**config.mk**
```make
export PLATFORM = sky130hd
export DESIGN_NAME = persiana_planta
export DESIGN_NICKNAME = d
export VERILOG_FILES = /design/src/rtl/persiana_pkg.sv /design/src/rtl/persiana_pos_cnt.sv /design/src/rtl/persiana_planta.sv
export SDC_FILE = /design/constraint.sdc
export NUM_CORES = 1
export LEC_CHECK = 0
export ABC_AREA = 1
export BUFFER_PORTS_ARGS = -buffer_cell sky130_fd_sc_hd__buf_2
export CORE_MARGIN = 3
export CORE_UTILIZATION = 45
export DETAILED_ROUTE_END_ITERATION = 12
export SLEW_MARGIN = 20
export SYNTH_ARGS = -nofsm -noshare
export SYNTH_HDL_FRONTEND = slang
export SYNTH_SLANG_ARGS = --single-unit
```
**constraint.sdc**
```tcl
create_clock -name clk -period 5.6 [get_ports clk]
set_input_delay 0.28 -clock clk [delete_from_list [all_inputs] [get_ports clk]]
set_output_delay 0.28 -clock clk [all_outputs]
set_load 0.02 [all_outputs]
```
**src/rtl/persiana_pkg.sv**
```systemverilog
// persiana_pkg
// Shared definitions for the automatic-blind plant emulator:
//   - persiana_st_t : plant state machine encoding
//   - *_DEF         : default geometry / timing parameters
//   - cnt_w()       : width of a counter that must hold 0..n-1 (at least 1 bit)
package persiana_pkg;

    typedef enum logic [2:0] {
        IDLE  = 3'd0,
        UP    = 3'd1,
        DOWN  = 3'd2,
        BRAKE = 3'd3,
        FAULT = 3'd4
    } persiana_st_t;

    localparam int TRAVEL_DEF      = 64;
    localparam int MID_DEF         = 32;
    localparam int STEP_DIV_DEF    = 4;
    localparam int BRAKE_STEPS_DEF = 2;
    localparam int OVERRUN_DEF     = 8;

    // A counter of n pulses only ever holds 0..n-1; keep one bit minimum
    // so n = 1 still yields a legal vector.
    function automatic int cnt_w(input int n);
        return (n > 1) ? $clog2(n) : 1;
    endfunction

endpackage

```
**src/rtl/persiana_pos_cnt.sv**
```systemverilog
// persiana_pos_cnt
// Saturating up/down blind position counter with a sub-step divider.
// A position step happens on every STEP_DIV-th qualified pulse.
// Ports:
//   clk, rst_n    : clock, asynchronous active-low reset
//   clr_i         : clears the sub-step divider (held while not driving)
//   up_i / dn_i   : qualified step pulses in the raise / lower direction
//   pos_o         : current position, 0 = closed, TRAVEL = open
//   at_min_o      : pos_o == 0
//   at_mid_o      : pos_o == MID
//   at_max_o      : pos_o == TRAVEL
module persiana_pos_cnt
    import persiana_pkg::*;
#(
    parameter int TRAVEL   = TRAVEL_DEF,
    parameter int MID      = MID_DEF,
    parameter int STEP_DIV = STEP_DIV_DEF
) (
    input  logic                        clk,
    input  logic                        rst_n,
    input  logic                        clr_i,
    input  logic                        up_i,
    input  logic                        dn_i,
    output logic [$clog2(TRAVEL+1)-1:0] pos_o,
    output logic                        at_min_o,
    output logic                        at_mid_o,
    output logic                        at_max_o
);

    localparam int PW = $clog2(TRAVEL + 1);
    localparam int SW = cnt_w(STEP_DIV);

    localparam logic [PW-1:0] POS_MAX  = PW'(TRAVEL);
    localparam logic [PW-1:0] POS_MID  = PW'(MID);
    localparam logic [SW-1:0] SUB_LAST = SW'(STEP_DIV - 1);

    logic [PW-1:0] pos_q;
    logic [SW-1:0] sub_q;

    assign at_min_o = (pos_q == '0);
    assign at_mid_o = (pos_q == POS_MID);
    assign at_max_o = (pos_q == POS_MAX);
    assign pos_o    = pos_q;

    // Pulses aimed at a limit are not counted here; the overrun logic in
    // the parent owns that case, so the divider never advances at a limit.
    always_ff @(posedge clk or negedge rst_n) begin
        if (!rst_n) begin
            pos_q <= '0;
            sub_q <= '0;
        end else if (clr_i) begin
            sub_q <= '0;
        end else if (up_i && !at_max_o) begin
            if (sub_q == SUB_LAST) begin
                pos_q <= pos_q + PW'(1);
                sub_q <= '0;
            end else begin
                sub_q <= sub_q + SW'(1);
            end
        end else if (dn_i && !at_min_o) begin
            if (sub_q == SUB_LAST) begin
                pos_q <= pos_q - PW'(1);
                sub_q <= '0;
            end else begin
                sub_q <= sub_q + SW'(1);
            end
        end
    end

endmodule

```
**src/rtl/persiana_planta.sv**
```systemverilog
// persiana_planta
// Behavioural plant for the automatic blind: integrates subir/bajar motor
// commands into a position, generates the limit / mid sensors, and latches
// a fault on illegal drive (both directions, or pushing into a limit).
// Ports:
//   clk, rst_n          : clock, asynchronous active-low reset
//   step_en             : prescaler strobe; all motion timing counts these
//   subir / bajar       : raise / lower commands
//   fault_clr           : clears FAULT when no command is asserted
//   pos                 : blind position, 0 = closed
//   s_inf/s_med/s_sup   : pos == 0 / MID / TRAVEL
//   moving              : state is UP or DOWN
//   fault               : state is FAULT
module persiana_planta
    import persiana_pkg::*;
#(
    parameter int TRAVEL      = TRAVEL_DEF,
    parameter int MID         = MID_DEF,
    parameter int STEP_DIV    = STEP_DIV_DEF,
    parameter int BRAKE_STEPS = BRAKE_STEPS_DEF,
    parameter int OVERRUN     = OVERRUN_DEF
) (
    input  logic                        clk,
    input  logic                        rst_n,
    input  logic                        step_en,
    input  logic                        subir,
    input  logic                        bajar,
    input  logic                        fault_clr,
    output logic [$clog2(TRAVEL+1)-1:0] pos,
    output logic                        s_inf,
    output logic                        s_med,
    output logic                        s_sup,
    output logic                        moving,
    output logic                        fault
);

    localparam int OW = cnt_w(OVERRUN);
    localparam int BW = cnt_w(BRAKE_STEPS);

    localparam logic [OW-1:0] OV_LAST = OW'(OVERRUN - 1);
    localparam logic [BW-1:0] BR_LAST = BW'(BRAKE_STEPS - 1);

    persiana_st_t  state_q;
    logic [OW-1:0] ov_q;
    logic [BW-1:0] br_q;

    logic up_only;
    logic dn_only;
    logic both_cmd;
    logic drive_up;
    logic drive_dn;
    logic at_min;
    logic at_mid;
    logic at_max;

    assign up_only  = subir && !bajar;
    assign dn_only  = bajar && !subir;
    assign both_cmd = subir && bajar;

    // Driving only while staying in UP/DOWN with the matching single
    // command; any command that would change state also holds the divider
    // clear, so a coincident step_en never moves pos and every state
    // change leaves the sub-step count at zero.
    assign drive_up = (state_q == UP)   && up_only;
    assign drive_dn = (state_q == DOWN) && dn_only;

    persiana_pos_cnt #(
        .TRAVEL   (TRAVEL),
        .MID      (MID),
        .STEP_DIV (STEP_DIV)
    ) u_pos_cnt (
        .clk      (clk),
        .rst_n    (rst_n),
        .clr_i    (!(drive_up || drive_dn)),
        .up_i     (drive_up && step_en),
        .dn_i     (drive_dn && step_en),
        .pos_o    (pos),
        .at_min_o (at_min),
        .at_mid_o (at_mid),
        .at_max_o (at_max)
    );

    assign s_inf  = at_min;
    assign s_med  = at_mid;
    assign s_sup  = at_max;
    assign moving = (state_q == UP) || (state_q == DOWN);
    assign fault  = (state_q == FAULT);

    always_ff @(posedge clk or negedge rst_n) begin
        if (!rst_n) begin
            state_q <= IDLE;
            ov_q    <= '0;
            br_q    <= '0;
        end else if (both_cmd && (state_q != FAULT)) begin
            // Shorted drive wins over any step counting this cycle.
            state_q <= FAULT;
            ov_q    <= '0;
            br_q    <= '0;
        end else begin
            unique case (state_q)
                IDLE: begin
                    ov_q <= '0;
                    br_q <= '0;
                    if (up_only) begin
                        state_q <= UP;
                    end else if (dn_only) begin
                        state_q <= DOWN;
                    end
                end
                UP: begin
                    if (dn_only) begin
                        state_q <= BRAKE;
                        ov_q    <= '0;
                    end else if (!subir) begin
                        state_q <= IDLE;
                        ov_q    <= '0;
                    end else if (!at_max) begin
                        ov_q <= '0;
                    end else if (step_en) begin
                        if (ov_q == OV_LAST) begin
                            state_q <= FAULT;
                            ov_q    <= '0;
                        end else begin
                            ov_q <= ov_q + OW'(1);
                        end
                    end
                end
                DOWN: begin
                    if (up_only) begin
                        state_q <= BRAKE;
                        ov_q    <= '0;
                    end else if (!bajar) begin
                        state_q <= IDLE;
                        ov_q    <= '0;
                    end else if (!at_min) begin
                        ov_q <= '0;
                    end else if (step_en) begin
                        if (ov_q == OV_LAST) begin
                            state_q <= FAULT;
                            ov_q    <= '0;
                        end else begin
                            ov_q <= ov_q + OW'(1);
                        end
                    end
                end
                BRAKE: begin
                    // Single commands are deliberately ignored here.
                    if (step_en) begin
                        if (br_q == BR_LAST) begin
                            state_q <= IDLE;
                            br_q    <= '0;
                        end else begin
                            br_q <= br_q + BW'(1);
                        end
                    end
                end
                FAULT: begin
                    ov_q <= '0;
                    br_q <= '0;
                    if (fault_clr && !subir && !bajar) begin
                        state_q <= IDLE;
                    end
                end
                default: begin
                    state_q <= FAULT;
                    ov_q    <= '0;
                    br_q    <= '0;
                end
            endcase
        end
    end

endmodule

```
Word level (Yosys, flattened, before mapping) --
Cells that the tools add are included.
Operators by class: add/subtract/negate cells 5, multipliers 0, divide/modulo/power cells 0, magnitude comparators 0, equal/unequal tests 20, shift operators 0, multiplexer cells 37, bitwise logic cells 0, reductions and logical operators 25
Operator list (number):
- $mux 3 | 23
- $mux 7 | 4
- $pmux 3 s5 | 1
- $logic_and 1x1->1 | 12
- $ne 5x4->1 const B | 2
- $ne 3x3->1 const B | 3
- $pmux 3 s3 | 1
- $mux 2 | 4
- $add 7x1->7 const B | 1
- $eq 7x6->1 const B | 1
- $eq 7x7->1 const B | 1
- $logic_not 7->1 | 1
- $sub 7x1->7 const B | 1
- $eq 3x2->1 const B | 2
- $eq 3x3->1 const B | 2
- $ne 2x2->1 const B | 3
- $ne 3x1->1 const B | 2
- $reduce_and 6->1 | 1
- $logic_not 1->1 | 4
- $ne 4x4->1 const B | 1
- $reduce_and 4->1 | 1
- $add 3x1->3 const B | 1
- $eq 3x1->1 const B | 1
- $logic_not 3->1 | 1
- 10 further kinds | 13
Storage, ports and cells: register bits after elaboration 16, bits in latches 0, memory bits (writable) 0, bits in read-only memories 0, output and inout port bits 12, logic and storage cells 92, memories kept 0

Depth between registers and ports, before layout --
Gate-level depths: netlist (run 1).
word-level depth 8, gate-level depth with buffers 14, gate-level depth less buffers 14

Modules after synthesis --
A second synthesis (run 1) with hierarchy kept.
Second synthesis, totals: cells, all modules 208, area, all modules 1471.4 um^2
Modules (own cells, without submodules):
- persiana_pos_cnt | instances 1, cells each 94, area each 744.5 um^2, sequential area each 225.2 um^2
- persiana_planta | instances 1, cells each 114, area each 726.9 um^2, sequential area each 175.2 um^2

Worst setup path before layout (run 1) --
No wires, ideal clock.
kind register -> register, from register u_pos_cnt.pos_q[0] (netlist: u_pos_cnt.pos_o[0]), to register u_pos_cnt.pos_q[5] (netlist: u_pos_cnt.pos_o[5]), arrival time 2108 ps, required time 5473 ps, setup slack 3365 ps, stages on the path, launching flop included 15, path buffers 0, path through dfrtp_1 nor2_1 nand2_1 nor2_2 nor2_1 inv_2 ha_1 a21oi_1 nand2_1 nand3_1 nand2_1 nand2_1 nand2_1 nand2_1 o21ai_0
Between the ends: word-level cells in the longest chain between the ends 5, elaborated cells between the ends (all ways) 16, those cells by class 2 x add/sub; 3 x eq/ne; 4 x mux; 7 x reduce/logical
Ends and longest elaborated chain:
- start: declaration | line persiana_pos_cnt.sv:37 | logic [PW-1:0] pos_q;
- start signal: assignment | line persiana_pos_cnt.sv:55 | pos_q <= pos_q + PW'(1);
- start signal: assignment | line persiana_pos_cnt.sv:62 | pos_q <= pos_q - PW'(1);
- $eq 7x7->1 (*) | line persiana_pos_cnt.sv:42 | assign at_max_o = (pos_q == POS_MAX);
- named net s_sup | line persiana_planta.sv:32 | output logic s_sup,
- $logic_not 1->1 (*) | line persiana_pos_cnt.sv:53 | end else if (up_i && !at_max_o) begin
- $logic_and 1x1->1 (*) | line persiana_pos_cnt.sv:53
- $ne 2x2->1 (no source line) or $reduce_bool 2->1 (tied branches)
- $reduce_and 4->1 (no source line)
The timed path passes the listed nets; every way through them passes the cells marked *. The select of a mux whose other input is x is not followed. A chain may end at the register's enable or synchronous reset.

Final worst setup path (run 1) --
from register u_pos_cnt.pos_q[0] (netlist: u_pos_cnt.pos_o[0]), to register u_pos_cnt.pos_q[5] (netlist: u_pos_cnt.pos_o[5])
Between the ends: word-level cells in the longest chain between the ends 5, elaborated cells between the ends (all ways) 16, those cells by class 2 x add/sub; 3 x eq/ne; 4 x mux; 7 x reduce/logical
Ends and longest elaborated chain:
- parallel branches: the longest is 5 deep, another holds $sub 7x1->7
Several ways; the timed one is not identified. The select of a mux whose other input is x is not followed.

==> metrics.yaml, run 1 <==
die_height_um: 61.0
fmax_ghz: 0.434
p_comb_share_pct: 43.0
avgSynthCellArea_sq_um: 6.99
clockPowerShare_pct: 20.1
power.internal_uw: 227
tritoncts: "built"
critPathMaxFanout: 10
critPathKind: "reg2reg"
maxCapViolations: 0
synth.yosys.seq_area_share_pct: 29.4
tightest_slew_ns: 0.389
period_share_pct: 41.2
grt_max_degree: 17
coreArea_sq_mm: 0.00283
clock_path_buffers: 2
cts-buffers-inserted: 3
final_nets: 237
die_x_um: 61.0
crit_path_end_kind: "flip-flop"
start_kind: "flip-flop"
grt.overflow.total: 0
irDropWorstVdd_mv: 0.0752
routedWlPerCell_um: 12.9
mostFrequentLayoutCells: "nand2_1 (61), nor2_1 (23), inv_1 (21)"
fin_tns_setup_ns: 0
power.leakage_uw: 0.000841
cts.repair.resized: 0
synth.largest_area_cell: "dfrtp_1"
n_antenna_cell: 0
top_usage_layer: "met2"
first_pass_iters: 4
ys_top_cells_by_area: "dfrtp_1 (29%), nand2_1 (17%), ha_1 (11%)"
portBuffers: 17
synth_top_area_share_pct: 29.4
hold_viol: 0
grt_pass1_wl_um: 5550
switching_share_pct: 44.4
detail_route.wirelength_um: 3200
switchingPower_uw: 181
skew_ns: 0.0115
finalSetupViolCount: 0
hold_class: "in2reg"
ioPinCount: 18
placed_area_sq_mm: 0.00149
ant_nets: 0
final_common_cell: "nand2_1"
syn_nets: 214
power_density_mw_per_mm2: 266
min_period_ns: 2.31
worstPathArrival_ns: 2.48
antenna_found_initial: 0
fin_util_pct: 54.2
fillers: 293
h-tree-depth: 1
track_usage_pct: 19.7
drt_iter0_markers: 45
holdPathStages: 4
use_met2_pct: 36.0
core.rowCount: 19
synth_cell_types: 30
design_area_sq_mm: 0.00153
grtUsageMet1_pct: 23.2
clk_latency_ns: 0.30
die_area_sq_mm: 0.00372
synthCells: 195
dp_hpwl_um: 2590
netlist_area_sq_mm: 0.00136
postCtsSetupRepairBufs: 0
power_frac_seq_pct: 36.9
worstPathRequired_ns: 5.78
status: "complete, no violations"
grt_pass1_vias: 1314
gp_congestion: 0.848
area_delta_synth_final_pct: 12.5
slew_violations: 0
yosysWarnings: 0
drt-vias-per-instance: 5.29
rsz0062_at_grt: "false"
use_met3_pct: 2.94
drive_gt1_share_pct: 16.1
ff2ff_path_depth: 14
path_clk_slew_ns: 0.11
ys_ff_latch: 16
slew-limit-headroom_pct: 74.1
cts_root_buf: "clkbuf_4"
drc: 0
via_count: 1311
start_util_pct: 48.2
cts_sinks: 16
==> worst max-delay path, stage by stage (launching register included) <==
cell and delay [ns]:
dfrtp_1 0.47, nor2_1 0.17, nand2_1 0.11, nor2_2 0.20, nor2_1 0.09, inv_2 0.17
ha_1 0.31, a21oi_1 0.17, nand2_1 0.09, nand3_1 0.10, nand2_1 0.06, nand2_1 0.06
nand2_1 0.05, nand2_1 0.05, o21ai_0 0.10
==> final timing paths <==
| path | from | slack, ns | end |
|---|---|---|---|
| hold / removal | fault_clr | 0.30 | state_q[2] |
| setup reg to reg | u_pos_cnt.pos_o[0] | 3.29 | u_pos_cnt.pos_o[5] |
| setup / recovery | u_pos_cnt.pos_o[0] | 3.29 | u_pos_cnt.pos_o[5] |
| hold reg to reg | br_q | 0.54 | br_q |
| max in group asynchronous | rst_n | 4.89 | u_pos_cnt.pos_o[3] |
| min in group asynchronous | rst_n | 0.41 | state_q[0] |
==> synthesized netlist by cell type <==
library cell,instances
dfrtp_1,16
nand3_1,10
ha_1,12
o21ai_1,3
nand3_4,1
mux2i_1,2
nand3b_1,1
nand4_1,7
o21ai_0,6
nand3_2,1
nand2_2,2
a21boi_1,1
nor2_1,23
nor3_2,1
fa_1,1
nor4_1,1
inv_1,21
o21ai_2,2
nor3_1,2
nor2_2,1
nand2_1,61
o21bai_1,1
a21oi_1,6
nor2_4,2
inv_2,3
a2bb2oi_1,1
o22ai_1,1
xnor2_1,3
a31oi_1,2
a21oi_2,1
==> power by group through the flow <==
stage / sequential, uW / clock, uW / combinational [uW]
after global placement: 153 / 0 / 173
final: 151 / 81.9 / 175
after floorplan: 148 / 0 / 134
after detailed placement: 153 / 0 / 174
after global routing: 153 / 93.3 / 201
after CTS: 151 / 84.6 / 175
==> kinds of logic (layout without fill, tap and decap cells) <==
family                   Yosys count  count (layout)  synth area share [%]
XOR/XNOR                           3               3                  1.93
AND/OR/NAND/NOR                  113             113                  37.6
buffers and inverters             24              46                  6.61
AO/OA/AOI/OAI                     24              24                  10.6
adder cells (fa/ha/maj)           13              13                  12.5
flip-flops                        16              16                  29.4
multiplexers                       2               2                  1.47
==> through the flow <==
stage	total power [uW]	cells	setup slack, ns	hold WS, ns
6_report	408	248	3.29	0.298
5_1_grt	448	248	3.06	0.319
4_1_cts	410	248	3.26	0.296
3_5_place_dp	327	243	3.28	0.231
3_3_place_gp	326	243	3.38	0.221
2_1_floorplan	282	195	3.36	-0.0156
==> what timing repair did <==
action	CTS	global route
hold buffers	1	0
setup endpoints to repair	0	0
endpoints found under the hold margin	16	0
==> registers in the layout, summed over array words and instances, names as in the netlist <==
signal and flops:
ov_q 3, u_pos_cnt.pos_o 7, br_q 1, state_q 3, u_pos_cnt.sub_q 2
==> metal layers <==
layer	up-vias	wire, um
met2	25	1610
li1	686	-
met1	596	1470
met3	4	77
met5	-	0
met4	0	44
==> final cells by class <==
class | count | area (sq um) | area share (%)
clock buffer | 4 | 36.3 | 2.37
inverter | 24 | 90.1 | 5.88
sequential | 16 | 400 | 26.1
tap | 31 | 38.8 | 2.53
timing repair buffer | 18 | 95.1 | 6.20
multi-input combinational | 155 | 872 | 56.9
Power figures use the tool's default switching activity.
==> run 2, diff against run 1 <==
==> constraint.sdc (replaced) <==
create_clock -name clk -period 2.4 [get_ports clk]
set_input_delay 0.12 -clock clk [delete_from_list [all_inputs] [get_ports clk]]
set_output_delay 0.12 -clock clk [all_outputs]
set_load 0.02 [all_outputs]
==> run 2 against run 1 <==
Effect of this change: total power rose by 140%; worst hold slack got worse by 0.15 ns; global-route usage fell by 0.20 points; sequential share of layout area fell by 0.34 points; non-clock buffer count rose by 2; sequential power rose by 130%; via count fell by 0.84%; critical path type unchanged.
==> metrics.yaml, run 2 (synthesized netlist as in run 1, its figures left out) <==
status: "complete, no violations"
cp_cell_sequence: "inv_2 -> nor2_4 -> nand4_1 -> nor2_1 -> inv_2 -> ha_1 -> a21oi_1 -> o21ai_0 -> nor2_1 -> inv_1 -> nand2_1 -> nand2_1 -> nand2_1 -> nand2_1"
area_delta_synth_final_pct: 14.7
critPathKind: "reg2reg"
largest_reg_flops: 7  # unchanged
cts-buffers-inserted: 3  # unchanged
start_kind: "flip-flop"
final_nets: 239  # +0.84%
path_clk_slew_ns: 0.11  # about the same
rsz0062_at_grt: "false"
worstPathRequired_ns: 2.60  # -3.18 ns
drt-vias-per-instance: 5.20  # -1.6%
drc: 0  # unchanged
ant_nets: 0  # unchanged
start_util_pct: 48.2  # unchanged
placed_cells: 244  # +0.41%
clk_latency_ns: 0.30  # about the same
slew_violations: 0  # unchanged
max_stage_delay_ns: 0.42  # -0.05 ns
holdWs_ns: 0.144  # -0.154 ns
clock_path_buffers: 2  # unchanged
die_x_um: 61.0  # unchanged
critPathSlowestCell: "dfrtp_1"
routedWlPerCell_um: 12.5  # -3.4%
dp_hpwl_um: 2530  # -2.2%
drive_gt1_share_pct: 18.3  # +2.1 points
hold_viol: 0  # unchanged
critPathMaxFanout: 10  # unchanged
grt_pass1_vias: 1253  # -4.6%
n_antenna_cell: 0  # unchanged
antenna_found_initial: 0  # unchanged
grt.overflow.total: 0  # unchanged
die_area_sq_mm: 0.00372  # unchanged
crit_buf_inv: 3  # +2
maxCapViolations: 0  # unchanged
fin_util_pct: 55.2  # +1.1 points
crit_path_end_kind: "flip-flop"
ioPinCount: 18  # unchanged
skew_ns: 0.00858  # -0.00291 ns
drt_iter0_markers: 75  # +67%
grt_pass1_wl_um: 5440  # -2.1%
fin_tns_setup_ns: 0  # unchanged
period_share_pct: 88.4  # +47 points
tritoncts: "built"
die_height_um: 61.0  # unchanged
irDropWorstVdd_mv: 0.258  # +240%
worstPathArrival_ns: 2.33  # -0.15 ns
mostFrequentLayoutCells: "nand2_1 (61), nor2_1 (23), inv_1 (21)"
coreArea_sq_mm: 0.00283  # unchanged
track_usage_pct: 19.5  # -0.20 points
cts_root_buf: "clkbuf_4"
placed_area_sq_mm: 0.00149  # +0.50%
slew-limit-headroom_pct: 73.9  # -0.13 points
finalSetupViolCount: 0  # unchanged
h-tree-depth: 1  # unchanged
gp_congestion: 0.874  # +3.1%
crit_path_frequent_cell: "nand2_1"
power_density_mw_per_mm2: 615  # +130%
core.rowCount: 19  # unchanged
min_period_ns: 2.12  # -0.184 ns
cts_sinks: 16  # unchanged
crit_family: "simple AND/OR/NAND/NOR gates"
power.leakage_uw: 0.000850  # +1.0%
final_common_cell: "nand2_1"
finalNonFillerCells: 250  # +0.81%
design_area_sq_mm: 0.00156  # +2.0%
fmax_ghz: 0.471  # +8.7%
tightest_slew_ns: 0.391  # +0.00201 ns
detail_route.wirelength_um: 3120  # -2.7%
first_pass_iters: 4  # unchanged
via_count: 1300  # -0.84%
hold_class: "in2reg"
portBuffers: 17  # unchanged
grt_max_degree: 17  # unchanged
-- run 2: stage by stage --
step / power, uW / worst slack, ns
global placement: 756 / 0.282
CTS: 955 / 0.163
detailed placement: 761 / 0.178
floorplan: 659 / 0.165
global route: 1050 / 0.0178
finish: 961 / 0.279
-- run 2: final timing paths --
path	end	startpoint	slack, ns	cells after the start
max in group asynchronous	u_pos_cnt.pos_o[0]	rst_n	1.83	2
min in group asynchronous	state_q[0]	rst_n	0.26	2
hold / removal	state_q[2]	fault_clr	0.14	4
hold reg to reg	u_pos_cnt.sub_q[1]	u_pos_cnt.sub_q[1]	0.54	2
setup / recovery	u_pos_cnt.pos_o[6]	state_q[0]	0.28	14
setup reg to reg	u_pos_cnt.pos_o[6]	state_q[0]	0.28	14
-- run 2: power breakdown --
| group | switching, uW | internal [uW] | total (uW) |
|---|---|---|---|
| logic | 280 | 146 | 426 |
| registers | 44.9 | 303 | 348 |
| clock network | 94.9 | 92.5 | 187 |
-- run 2: area by class of cell --
class                      instances  area, sq um
tap                               31         38.8
timing repair buffer              20          110
inverter                          24         90.1
clock buffer                       4         36.3
fill                             286         1270
sequential                        16          403
multi-input combinational        155          885
-- run 2: layer usage --
layer	routed length [um]	GRT usage (%)
met2	1540	33.5
met3	87	2.94
met4	54	9.29
met5	0	0
met1	1440	23.9
-- run 2: worst min-delay path: stages --
cell and delay [ns]:
buf_2 0.08, nand2_1 0.04, nand2_1 0.10, nand2_1 0.07
-- run 2: timing repair --
action | CTS | global route
hold endpoints to repair | 16 | 0
buffers inserted | 0 | 1
hold buffers | 1 | 0
resized for setup | 0 | 3
endpoints found under the setup margin | 0 | 2
